==> src/rtl/serial_pkg.sv <==
// rtl/serial_pkg.sv - shared constants for the 4-bit PISO/SIPO serial link
package serial_pkg;
  localparam int SER_WIDTH_DEFAULT = 4;
  localparam bit SER_MSB_FIRST     = 1'b1;
  localparam bit SER_LSB_FIRST     = 1'b0;
endpackage

==> src/rtl/sipo_deser.sv <==
// rtl/sipo_deser.sv - serial-in parallel-out deserializer with one-word output holding register
module sipo_deser
  import serial_pkg::*;
#(
  parameter int WIDTH     = SER_WIDTH_DEFAULT,
  parameter bit MSB_FIRST = SER_MSB_FIRST
) (
  input  logic             clk,
  input  logic             rst,
  input  logic             s_valid,
  input  logic             s_in,
  output logic             s_ready,
  output logic [WIDTH-1:0] p_data,
  output logic             p_valid,
  input  logic             p_ready
);
  localparam int              CW   = $clog2(WIDTH);
  localparam logic [CW-1:0]   LAST = CW'(WIDTH - 1);

  logic [CW-1:0]    r_cnt;
  logic [WIDTH-1:0] r_sr;
  logic [WIDTH-1:0] r_p_data;
  logic             r_p_valid;

  logic             w_last;
  logic             w_accept;
  logic             w_s_ready;
  logic [WIDTH-1:0] w_next_sr;

  // Only the final bit of a word can stall, and only while the held word is not being drained.
  assign w_last    = (r_cnt == LAST);
  assign w_s_ready = !(w_last && r_p_valid && !p_ready);
  assign w_accept  = s_valid && w_s_ready;

  always_comb begin
    w_next_sr = r_sr;
    if (MSB_FIRST) begin
      w_next_sr = {r_sr[WIDTH-2:0], s_in};
    end else begin
      w_next_sr = {s_in, r_sr[WIDTH-1:1]};
    end
  end

  always_ff @(posedge clk) begin
    if (rst) begin
      r_cnt     <= '0;
      r_sr      <= '0;
      r_p_data  <= '0;
      r_p_valid <= 1'b0;
    end else begin
      if (w_accept) begin
        r_sr <= w_next_sr;
        if (w_last) begin
          r_cnt <= '0;
        end else begin
          r_cnt <= r_cnt + CW'(1);
        end
      end
      // Completion wins over drain so a same-edge drain+load leaves p_valid high.
      if (w_accept && w_last) begin
        r_p_data  <= w_next_sr;
        r_p_valid <= 1'b1;
      end else if (r_p_valid && p_ready) begin
        r_p_valid <= 1'b0;
      end
    end
  end

  assign s_ready = w_s_ready;
  assign p_data  = r_p_data;
  assign p_valid = r_p_valid;
endmodule

==> config.mk <==
export PLATFORM = sky130hd
export DESIGN_NAME = sipo_deser
export DESIGN_NICKNAME = d
export VERILOG_FILES = /design/src/rtl/serial_pkg.sv /design/src/rtl/sipo_deser.sv
export SDC_FILE = /design/constraint.sdc
export NUM_CORES = 1
export LEC_CHECK = 0
export BUFFER_PORTS_ARGS = -buffer_cell sky130_fd_sc_hd__buf_2
export CORE_AREA = 2 2 39 41
export CTS_CLUSTER_SIZE = 25
export DETAILED_ROUTE_END_ITERATION = 12
export DIE_AREA = 0 0 41 43
export SYNTH_ARGS = -nofsm -noshare
export SYNTH_HDL_FRONTEND = slang
export SYNTH_SLANG_ARGS = --single-unit
==> constraint.sdc <==
create_clock -name clk -period 1.6 [get_ports clk]
set_input_delay 0.16 -clock clk [delete_from_list [all_inputs] [get_ports clk]]
set_output_delay 0.16 -clock clk [all_outputs]
set_load 0.02 [all_outputs]
; ---- Yosys cells after proc, flatten, opt, wreduce, memory -nomap -nowiden
; Cells that the tools add are included.
[word_totals]
word_cells = 17
register_bits = 10
input_bits = 5
out_inout_bits = 6
[classes]
muxes = 3
eq_ne = 1
n_reduce_logical = 8
n_addsub = 1
[op_table]
columns = cell, n
row1 = $logic_and A1 B1 Y1, 5
row2 = $add A2 B1 Y2 const B, 1
row3 = $eq A2 B2 Y1 const B, 1
row4 = $logic_not A1 Y1, 2
row5 = $mux W1, 2
row6 = $mux W2, 1
row7 = $reduce_bool A2 Y1, 1

; ---- Longest topological paths before layout
; Gate-level depths: netlist (run 1).
[depth]
depth_word = 7
mapped_depth = 5
ltp_nobuf = 4

; ---- Least setup slack after synthesis (run 1)
; No wires, ideal clock.
[synth_path]
kind = flip-flop to flip-flop
start = reg r_cnt[0]
end = reg r_sr[1]
t_arrival_ns = 1.177
period_less_slack_ns = 1.296
stages_incl_launch_ff = 6
required_ns = 1.481
setup_ns = 0.119
n_path_buf = 1
slack_ns = 0.304
cell_sequence = dfxtp_1 -> ha_1 -> nand3b_2 -> and2_4 -> buf_6 -> mux2i_1
[synth_via]
elab_chain_len = 5
[synth_rtl]
columns = item, line_no
row1 = start: declaration, sipo_deser.sv:20  ; logic [CW-1:0] r_cnt;
row2 = start signal: assignment, sipo_deser.sv:56  ; r_cnt <= r_cnt + CW'(1);
row3 = $eq A2 B2 Y1, sipo_deser.sv:31  ; assign w_last = (r_cnt == LAST);
row4 = $logic_and A1 B1 Y1 (2 in a row), sipo_deser.sv:32  ; assign w_s_ready = !(w_last && r_p_valid && !p_ready);
row5 = $logic_not A1 Y1, sipo_deser.sv:32
row6 = named net s_ready, sipo_deser.sv:12  ; output logic s_ready,
row7 = $logic_and A1 B1 Y1, sipo_deser.sv:33  ; assign w_accept = s_valid && w_s_ready;
row8 = end signal: assignment, sipo_deser.sv:52  ; r_sr <= w_next_sr;
row9 = end: declaration, sipo_deser.sv:21  ; logic [WIDTH-1:0] r_sr;
; The timed path passes the listed nets, and every way through them passes these cells.
; A chain may end at the register's enable or synchronous reset.

; ---- Worst setup path after layout (run 1)
[layout_path]
start = reg r_cnt[0]
end = out s_ready
[layout_via]
elab_chain_len = 4
[layout_rtl]
columns = item, line_no
row1 = $eq A2 B2 Y1, sipo_deser.sv:31
row2 = $logic_and A1 B1 Y1 (2 in a row), sipo_deser.sv:32
row3 = $logic_not A1 Y1, sipo_deser.sv:32
row4 = end: declaration, sipo_deser.sv:12
; Every way passes these cells.

==> impl_metrics.toml, run 1 <==
[sta]
setup_tns_ns = 0
worstMarginPinSlew_ns = 0.254
setup_violations = 0
slew_violations = 0
max_freq_mhz = 734
worst_slack_ns = 0.238
hold_ws_ns = 0.165
fin_skew_ns = 0.00581
timing.final.crit_share_pct = 85.1
rsz0062_at_grt = "no"
min_period_ns = 1.36
finalHoldViolCount = 0
maxSlewHeadroom_pct = 83.1

[finish]
drive_gt1_share_pct = 28.6
fin_cells = 72
final_area_sq_um = 524
antennaDiodeCount = 0
layout.nets = 63
synthToLayoutAreaGrowth_pct = 21.1
utilization_pct = 37.9

[setup_path]
cp.arrival_ns = 1.20
crit_path_max_fanout = 7
end_kind = "output port"
slowest_stage = "dfxtp_1"
cp-start-kind = "flop"
crit_chain = "ha_1, nand3b_2, buf_2"
critPathKind = "flop to output port"
required_ns = 1.44
critPathMaxStageDelay_ns = 0.35

[clock_tree]
cts-root-buf = "clkbuf_4"
tritoncts = "built"
htreeDepth = 1
clock_latency_ns = 0.27
cts_resized = 0
ctsHoldBuffers = 0
cts_buffers = 3
clk_pin_slew_ns = 0.07
cts_setup_buffers = 0
cts_sinks = 10
clock_path_buffers = 2

[global_route]
grt_pass1_wl_um = 1250
grt_pass1_vias = 314
globalRouteOverflowTotal = 0
antenna_found_initial = 0
grt_max_degree = 14
track_usage_pct = 11.0

[hold_path]
min_path_type = "input pin to flop"

[power_and_ir_drop]
p_total_mw = 0.528
vdd_drop_max_v = 0.000336
powerDensity_mw_per_mm2 = 1010
p_leak_nw = 0.223

[route]
totalWireLength_um = 799
drt_iter0_drc = 10
firstDrtPassIters = 4
routed_via_density = 4.97
drc_errors = 0
vias = 358
ant_nets = 0
wl_per_cell_um = 11.1

[placed_design]
dp_slack_ns = 0.347
numPortBuffers = 10
place_area_sq_um = 488
place_inst = 68
gp_congestion = 0.685
dpl.hpwl_um = 575

[floorplanning]
die_x_um = 41
chipHeight_um = 43
dieArea_sq_mm = 0.00176
start_util_pct = 31.3
rows = 14
core_sq_mm = 0.00138
ioPinCount = 11

[synth]
synth_top_cell_by_area = "dfxtp_1"
yosys-top-cells-count = "dfxtp_1 (10), nand2b_1 (8), a21oi_1 (5)"
synthArstFlopShare_pct = 0
syn-cell-area_sq_um = 433
ys_ff_latch = 10
synth_area_per_cell_sq_um = 9.84
synth.distinct_cells = 15
ys.warnings.count = 0
yosysSeqAreaShare_pct = 46.2
yosys-top-cells-area = "dfxtp_1 (46%), nand2b_1 (12%), mux2i_1 (9.2%)"
synth_top_area_share_pct = 46.2
synth.most_common_cell = "dfxtp_1"
syn_inst = 44
ys.flop_type = "dfxtp_1"
syn_nets = 50
synth_edf_count = 0

[flow_run]
cap_violations = 0

[run_status]
outcome = "finished clean"
report_power, final:
group | internal [mW] | total [mW] | switching [mW]
clock | 0.138 | 0.230 | 0.0913
combinational | 0.0182 | 0.0368 | 0.0187
sequential | 0.257 | 0.261 | 0.00468
flip-flops by register name, summed over array words and instances (netlist names):
register	count
p_valid	1
r_sr	3
r_cnt	2
p_data	4
cells in the final DEF (no fill, tap or decap), drive strengths merged:
master	synthesis	final
buf	1	10
nand2	1	1
dfxtp	10	10
or4b	1	1
ha	1	1
nand4	4	4
and2	1	1
clkbuf	1	4
a21oi	5	5
o21ai	5	5
nor2b	1	1
nand3b	1	1
mux2i	4	4
nand2b	8	8
routing by layer:
metal / GRT usage (%) / vias to the layer above / part of all wire (%)
met5: 0 / - / 0
met3: 6.28 / 2 / 8.6
met2: 14.4 / 12 / 42
met4: 8.00 / 0 / 1.9
li1: - / 181 / -
met1: 12.7 / 163 / 47
cells by family after synthesis:
logic type / Yosys count / synth area share [%]
adder cells (fa/ha/maj): 1 / 2.89
AND/OR/NAND/NOR: 17 / 26.6
multiplexers: 4 / 9.25
AO/OA/AOI/OAI: 10 / 11.6
flip-flops: 10 / 46.2
buffers and inverters: 2 / 3.47
cell type report:
class,count,area (sq um)
fillers,140,860
multi-input cells,32,218
flip-flops and latches,10,200
repair buffers,10,50.0
clock buffers,4,36.3
well taps,16,20.0
worst max-delay path: cells and delay by family, from the launching register on:
family        cells  cell delay (ns)
flops             1             0.35
fa+ha+maj         1             0.31
buf+inv           1             0.17
simple gates      1             0.11
final timing paths:
check / end / cells after the start / slack, ns / startpoint
setup / recovery: s_ready / 3 / 0.24 / r_cnt[0]
hold / removal: p_data[0] / 3 / 0.17 / s_in
setup reg to reg: r_cnt[0] / 3 / 0.34 / r_cnt[0]
hold reg to reg: r_cnt[1] / 2 / 0.48 / r_cnt[1]
Power figures use the tool's default switching activity.
==> run 2: changes to the inputs <==
- CTS_BUF_LIST: not set -> sky130_fd_sc_hd__clkbuf_8 sky130_fd_sc_hd__clkbuf_16
==> impl_metrics.toml, run 2 (synthesized netlist as in run 1, its figures left out) <==
[hold_path]
min_path_type = "input pin to flop"

[setup_path]
end_kind = "output port"
r2r_slack_ns = 0.34
crit_path_max_fanout = 7
required_ns = 1.44
cp-start-kind = "flop"
critPathKind = "flop to output port"
cp.arrival_ns = 1.17

[floorplanning]
start_util_pct = 31.3
core_sq_mm = 0.00138
die_x_um = 41
rows = 14
ioPinCount = 11
chipHeight_um = 43
dieArea_sq_mm = 0.00176

[route]
firstDrtPassIters = 4
totalWireLength_um = 790
ant_nets = 0
wl_per_cell_um = 11.0
vias = 358
drt_iter0_drc = 10
drc_errors = 0
routed_via_density = 4.97

[clock_tree]
ctsHoldBuffers = 0
clk_pin_slew_ns = 0.05
cts_setup_buffers = 0
clock_path_buffers = 2
cts_sinks = 10
cts-root-buf = "clkbuf_8"
cts_resized = 0
cts_buffers = 3
clock_latency_ns = 0.24
htreeDepth = 1
tritoncts = "built"

[global_route]
grt_max_degree = 14
grt_pass1_wl_um = 1240
track_usage_pct = 11.0
antenna_found_initial = 0
globalRouteOverflowTotal = 0
grt_pass1_vias = 313

[sta]
maxSlewHeadroom_pct = 83.0
min_period_ns = 1.33
timing.final.crit_share_pct = 83.1
setup_tns_ns = 0
fin_skew_ns = 0.00240
finalHoldViolCount = 0
max_freq_mhz = 752
slew_violations = 0
rsz0062_at_grt = "no"
worstMarginPinSlew_ns = 0.255
setup_violations = 0

[placed_design]
place_inst = 68
gp_congestion = 0.685
numPortBuffers = 10
dpl.hpwl_um = 575

[finish]
fillCellCount = 137
synthToLayoutAreaGrowth_pct = 25.4
multiInputGateArea_sq_um = 218
layout.nets = 63
largest_register_ffs = 4
final-seq-area_sq_um = 200
layout_common_cells = "buf_2 (10), dfxtp_1 (10), nand2b_1 (8), a21oi_1 (5)"
drive_gt1_share_pct = 28.6
antennaDiodeCount = 0
fin_cells = 72

[power_and_ir_drop]
sw_frac_of_total_pct = 20.2
p_leak_nw = 0.231
switchingPower_mw = 0.125
vdd_drop_max_v = 0.000622
powerDensity_mw_per_mm2 = 1140
p_comb_share_pct = 6.0
seqPwrFrac_pct = 42.5
p_int_mw = 0.492
pwr-share-clk_pct = 51.5

[flow_run]
cap_violations = 0

[run_status]
outcome = "finished clean"
==> run 2: layout make-up <==
class	instances	share of cell area, %
timing repair buffer	10	9.22
sequential	10	36.9
tap	16	3.69
multi-input combinational	32	40.1
clock buffer	4	10.1
==> run 2: worst paths after layout <==
check | startpoint | to | cells past startpoint
max reg2reg | r_cnt[0] | r_cnt[0] | 3
max | r_cnt[0] | s_ready | 3
min | s_in | p_data[0] | 3
min reg2reg | p_data[0] | p_data[0] | 2
==> run 2: power groups by stage <==
stage | logic (mW) | registers [mW] | clock network (mW)
final | 0.0368 | 0.262 | 0.318
after global routing | 0.0402 | 0.263 | 0.338
after CTS | 0.0368 | 0.262 | 0.328
after detailed placement | 0.0366 | 0.267 | 0
after global placement | 0.0364 | 0.267 | 0
after floorplan | 0.0272 | 0.267 | 0
==> run 2: layer usage <==
metal  vias up  track usage (%)  routed length [um]
met5         -                0                   0
met4         0             8.00                  17
met3         2             6.28                  70
met2        12             14.1                 349
met1       162             13.0                 352
li1        182                -                   -
==> run 2: through the flow <==
step | util (%) | worst slack (ns) | cell area [sq um] | hold WS (ns) | power, mW
after floorplan | - | 0.304 | 433 | 0.310 | 0.294
after global placement | 35.3 | 0.379 | 488 | 0.450 | 0.303
after detailed placement | 35.3 | 0.347 | 488 | 0.450 | 0.304
after CTS | 39.2 | 0.262 | 543 | 0.195 | 0.627
after global routing | 39.2 | 0.193 | 543 | 0.210 | 0.641
final | 39.2 | 0.270 | 543 | 0.200 | 0.617
==> run 2: critical path: stages (launching register included) <==
cell      delay (ns)
dfxtp_1         0.34
ha_1            0.31
nand3b_2        0.11
buf_2           0.17
